==> src/rtl/ifetch_responder.sv <==
// Fetch-side responder: issues instruction-memory reads for PCF, fills the F/D
// register, and drives StallF while handling redirects with a read still in flight.
module ifetch_responder #(
    parameter int unsigned           DATA_WIDTH = 32,
    parameter logic [DATA_WIDTH-1:0] NOP_INSTR  = DATA_WIDTH'(32'h0000_0013)
) (
    input  logic                  clk,
    input  logic                  reset,
    input  logic [DATA_WIDTH-1:0] PCF,
    input  logic                  StallD,
    input  logic                  FlushD,
    output logic                  StallF,
    output logic                  mem_req,
    output logic [DATA_WIDTH-1:0] mem_addr,
    input  logic                  mem_ready,
    input  logic [DATA_WIDTH-1:0] mem_rdata,
    output logic [DATA_WIDTH-1:0] InstrD,
    output logic [DATA_WIDTH-1:0] PCD,
    output logic [DATA_WIDTH-1:0] PCPlus4D,
    output logic                  InstrValidD
);

    localparam logic [DATA_WIDTH-1:0] PC_STEP = DATA_WIDTH'(4);

    typedef enum logic [1:0] {
        FETCH = 2'd0,
        DRAIN = 2'd1,
        HOLD  = 2'd2
    } state_t;

    state_t                state;
    logic [DATA_WIDTH-1:0] drain_addr;
    logic [DATA_WIDTH-1:0] hold_instr;
    logic [DATA_WIDTH-1:0] hold_pc;
    logic                  hold_valid;
    logic [DATA_WIDTH-1:0] pc_aligned;

    assign pc_aligned = {PCF[DATA_WIDTH-1:2], 2'b00};

    // Memory request and PC hold; a DRAIN request keeps its original address
    // even though the PC has already moved on to the redirect target.
    always_comb begin
        mem_req  = 1'b0;
        mem_addr = pc_aligned;
        StallF   = 1'b0;
        if (!reset) begin
            case (state)
                FETCH: begin
                    mem_req = 1'b1;
                    StallF  = mem_ready ? (!FlushD && StallD) : !FlushD;
                end
                DRAIN: begin
                    mem_req  = 1'b1;
                    mem_addr = drain_addr;
                    StallF   = !FlushD;
                end
                HOLD: begin
                    StallF = !FlushD && StallD;
                end
                default: ;
            endcase
        end
    end

    // State and F/D pipeline register.
    always_ff @(posedge clk) begin
        if (reset) begin
            state       <= FETCH;
            drain_addr  <= '0;
            hold_instr  <= '0;
            hold_pc     <= '0;
            hold_valid  <= 1'b0;
            InstrD      <= NOP_INSTR;
            PCD         <= '0;
            PCPlus4D    <= PC_STEP;
            InstrValidD <= 1'b0;
        end else begin
            case (state)
                FETCH: begin
                    if (mem_ready) begin
                        if (FlushD) begin
                            InstrD      <= NOP_INSTR;
                            InstrValidD <= 1'b0;
                        end else if (StallD) begin
                            hold_instr <= mem_rdata;
                            hold_pc    <= PCF;
                            hold_valid <= 1'b1;
                            state      <= HOLD;
                        end else begin
                            InstrD      <= mem_rdata;
                            PCD         <= PCF;
                            PCPlus4D    <= PCF + PC_STEP;
                            InstrValidD <= 1'b1;
                        end
                    end else if (FlushD) begin
                        drain_addr  <= pc_aligned;
                        state       <= DRAIN;
                        InstrD      <= NOP_INSTR;
                        InstrValidD <= 1'b0;
                    end else if (!StallD) begin
                        InstrD      <= NOP_INSTR;
                        InstrValidD <= 1'b0;
                    end
                end
                DRAIN: begin
                    if (FlushD || !StallD) begin
                        InstrD      <= NOP_INSTR;
                        InstrValidD <= 1'b0;
                    end
                    if (mem_ready) begin
                        state <= FETCH;
                    end
                end
                HOLD: begin
                    if (FlushD) begin
                        hold_valid  <= 1'b0;
                        InstrD      <= NOP_INSTR;
                        InstrValidD <= 1'b0;
                        state       <= FETCH;
                    end else if (!StallD) begin
                        hold_valid  <= 1'b0;
                        InstrD      <= hold_instr;
                        PCD         <= hold_pc;
                        PCPlus4D    <= hold_pc + PC_STEP;
                        InstrValidD <= hold_valid;
                        state       <= FETCH;
                    end
                end
                default: begin
                    state <= FETCH;
                end
            endcase
        end
    end

endmodule

==> config.mk <==
export PLATFORM = sky130hd
export DESIGN_NAME = ifetch_responder
export DESIGN_NICKNAME = d
export VERILOG_FILES = /design/src/rtl/ifetch_responder.sv
export SDC_FILE = /design/constraint.sdc
export NUM_CORES = 1
export LEC_CHECK = 0
export ABC_AREA = 1
export CAP_MARGIN = 30
export CORE_ASPECT_RATIO = 1.5
export CORE_UTILIZATION = 46
export DETAILED_ROUTE_END_ITERATION = 6
export PLACE_DENSITY = 0.75
export SYNTH_ARGS = -nofsm -noshare
export SYNTH_HDL_FRONTEND = slang
export SYNTH_SLANG_ARGS = --single-unit
==> constraint.sdc <==
create_clock -name clk -period 2.09 [get_ports clk]
set_input_delay 0.209 -clock clk [delete_from_list [all_inputs] [get_ports clk]]
set_output_delay 0.209 -clock clk [all_outputs]
set_load 0.005 [all_outputs]
==> results.json <==
{
  "syn_area_sq_um": 8930,
  "gr-total-overflow": 0,
  "yosysWarnings": 0,
  "antenna_cells": 0,
  "netlist_instances": 1281,
  "die_h_um": 172.6,
  "ys_ff_latch": 192,
  "initial_core_util_pct": 46.79,
  "async_flop_share_pct": 0,
  "syn_avg_cell_area_sq_um": 6.971,
  "drtIter0Drc": 503,
  "endpoint_kind": "register",
  "antenna_found_initial": 0,
  "clock_sinks": 192,
  "crit_start": "state[0]$_SDFFE_PP0P_",
  "arrival_ps": 2460,
  "fin_worst_skew_ps": 7.113,
  "area_growth_pct": 43.14,
  "r2r_cells": 14,
  "wire_per_inst_um": 15.43,
  "cp_max_fo": 5,
  "setup.worst_path.end": "PCPlus4D[31]$_SDFFE_PP0P_",
  "layout_setup_ws_ps": -34.99,
  "rsz0062_at_grt": "true",
  "cts_made_buffers": 17,
  "portBuffers": 197,
  "htreeDepth": 4,
  "min_path_type": "primary input to register",
  "hold_ws_ps": 321.4,
  "ant_nets": 0,
  "die_area_sq_um": 19980,
  "mostFrequentLayoutCell": "dfxtp_1",
  "hold_violations": 0,
  "timing.final.crit_share_pct": 101.7,
  "report.final.slew_viol_count": 0,
  "reg2reg_slack_ps": -30,
  "cap_violations": 0,
  "synth_edf_count": 0,
  "grt_usage_pct": 27.51,
  "fmax_ghz": 0.4706,
  "fin_nets": 1609,
  "synth.top_cells.by_area": "dfxtp_1 (43%), o21ai_0 (11%), nand2_1 (8.5%)",
  "viasPerCell": 5.134,
  "fp-row-count": 62,
  "status": "finished with violations",
  "min_period_ps": 2125,
  "mostFrequentLayoutCells": "dfxtp_1 (190), nor2_1 (188), o21ai_0 (185), nand2_1 (185), clkdlybuf4s50_1 (165)",
  "relSlewSlack_pct": 65.93,
  "clk_latency_ps": 440,
  "power_density_nw_per_um2": 973.2,
  "grt_max_degree": 137,
  "core_area_sq_um": 19080,
  "leakagePower_nw": 5.406,
  "clockBufferDepth": 2,
  "wirelength_um": 27830,
  "die_w_um": 115.8,
  "cts_tree": "done",
  "grt_pass1_vias": 8819,
  "drcViolationCount": 0,
  "setup_viol": 1,
  "r2r-start": "state[0]$_SDFFE_PP0P_",
  "postCtsHoldBufs": 0,
  "drt-pass1-iter-count": 5,
  "rr_endpoint": "PCPlus4D[31]$_SDFFE_PP0P_",
  "root_buffer": "clkbuf_16",
  "synthDistinctLibCells": 40,
  "place_ws_ps": -32.32,
  "path_class": "register to register",
  "synth_top_cell_by_area": "dfxtp_1",
  "tightest_slew_ps": 511.0,
  "yosys.area.top_type_share_pct": 43.04,
  "drive_gt1_share_pct": 17.57,
  "gp_congestion": 0.9415,
  "grt_pass1_wl_um": 42970,
  "hp-start": "mem_rdata[10]",
  "synth-main-ff-cell": "dfxtp_1",
  "ys_seq_area_share_pct": 43.04,
  "failed_checks": "negative setup slack",
  "hpwl_um": 19150,
  "num_io_pins": 200,
  "cp.required_ps": 2430,
  "startpoint_type": "register",
  "num_vias": 9262,
  "ir_worst_vdd_uv": 607.4,
  "clkTransAtPathRegs_ps": 80,
  "tns_ps": -34.99
}
==> cell type report <==
cell class | count | area (sq um)
Timing Repair Buffer | 316 | 3064
Sequential cell | 192 | 3849
Inverter | 142 | 548.0
Multi-Input combinational cell | 866 | 4378
Tap cell | 256 | 320.3
Fill cell | 1716 | 6301
Clock buffer | 17 | 425.4
Clock inverter | 15 | 197.7
==> cell usage after synthesis (3+ instances only) <==
cell / n
nand3_1: 34
a21boi_1: 3
o21ai_2: 5
o22ai_1: 32
buf_4: 5
buf_6: 4
buf_1: 3
nor3_1: 3
clkbuf_1: 56
o211ai_1: 3
nand2_4: 5
buf_2: 13
o21ai_0: 188
nand4_1: 3
and2_1: 4
nor2_2: 10
a21oi_1: 102
inv_1: 136
dfxtp_1: 192
nand2_1: 202
inv_2: 6
a31oi_1: 9
nor2_4: 11
o21ai_1: 7
nor2_1: 195
ha_1: 5
nand2_2: 30
==> through the flow <==
stage	cells	util [%]	power [mW]	cell area, sq um
3_5_place_dp	1756	61.74	8.659	11780
2_1_floorplan	1282	-	6.546	8934
4_1_cts	1793	65.45	12.13	12490
3_3_place_gp	1756	61.74	8.589	11780
5_1_grt	1804	66.98	13.10	12780
6_report	1804	66.98	12.44	12780
==> layer usage <==
layer / vias to the layer above / track usage, % / wire (um) / share of wire (%)
met2: 259 / 52.31 / 15330 / 55
met3: 68 / 4.872 / 1169 / 4.2
met1: 4304 / 27.84 / 10190 / 37
met4: 0 / 13.51 / 1138 / 4.1
met5: - / 0 / 0 / 0
li1: 4631 / - / - / -
==> flip-flops by register name (all words and copies together) (netlist names) <==
signal and cells:
InstrD 32, InstrValidD 1, PCD 32, PCPlus4D 30, drain_addr 30, hold_instr 32, hold_pc 32, hold_valid 1
state 2
==> how the worst min path moves through the flow <==
| stage | to | slack, ps | cells after the start |
|---|---|---|---|
| after detailed placement | drain_addr[16]$_SDFFE_PP0P_ | 440 | 2 |
| after global placement | hold_pc[15]$_SDFFE_PP0P_ | 430 | 2 |
| after floorplan | hold_pc[11]$_SDFFE_PP0P_ | 340 | 2 |
| final | hold_instr[10]$_SDFFE_PP0P_ | 320 | 3 |
| after global routing | hold_instr[30]$_SDFFE_PP0P_ | 340 | 3 |
| after CTS | hold_instr[10]$_SDFFE_PP0P_ | 310 | 3 |
==> power breakdown <==
part / internal (mW) / leakage, nW / switching (mW) / total (mW)
Combinational: 2.20 / 3.54 / 2.34 / 4.54
Clock: 1.83 / 0.300 / 1.58 / 3.41
Sequential: 4.20 / 1.57 / 0.287 / 4.49
Total: 8.23 / 5.41 / 4.21 / 12.4
==> repair_timing <==
| action | 4_1_cts | 5_1_grt |
|---|---|---|
| setup endpoints to repair | 40 | 70 |
| buffers inserted | 3 | 7 |
| resized for setup | 51 | 70 |
| cloned | 2 | 4 |
| pin swaps | 1 | 17 |
==> kinds of logic after synthesis <==
| family | count (synthesis) | synth area share (%) |
|---|---|---|
| flip-flops | 192 | 43.04 |
| other | 1 | 0.04199 |
| XOR/XNOR | 1 | 0.09810 |
| AND/OR/NAND/NOR | 503 | 24.70 |
| AO/OA/AOI/OAI | 354 | 20.98 |
| adder cells (fa/ha/maj) | 5 | 0.7006 |
| buffers and inverters | 224 | 10.33 |
| multiplexers | 1 | 0.1121 |
==> worst max-delay path: stages, from the launching register on <==
cell	delay, ps
dfxtp_2	350
inv_2	50
ha_4	200
clkbuf_16	170
clkbuf_16	150
o21ai_2	270
nand2_1	160
nor2_1	180
nand2_1	90
nor2_2	120
nand2_1	70
nand2_1	60
nand3_1	60
nand2_1	60
inv_1	40
(Power assumes the default switching activity.)
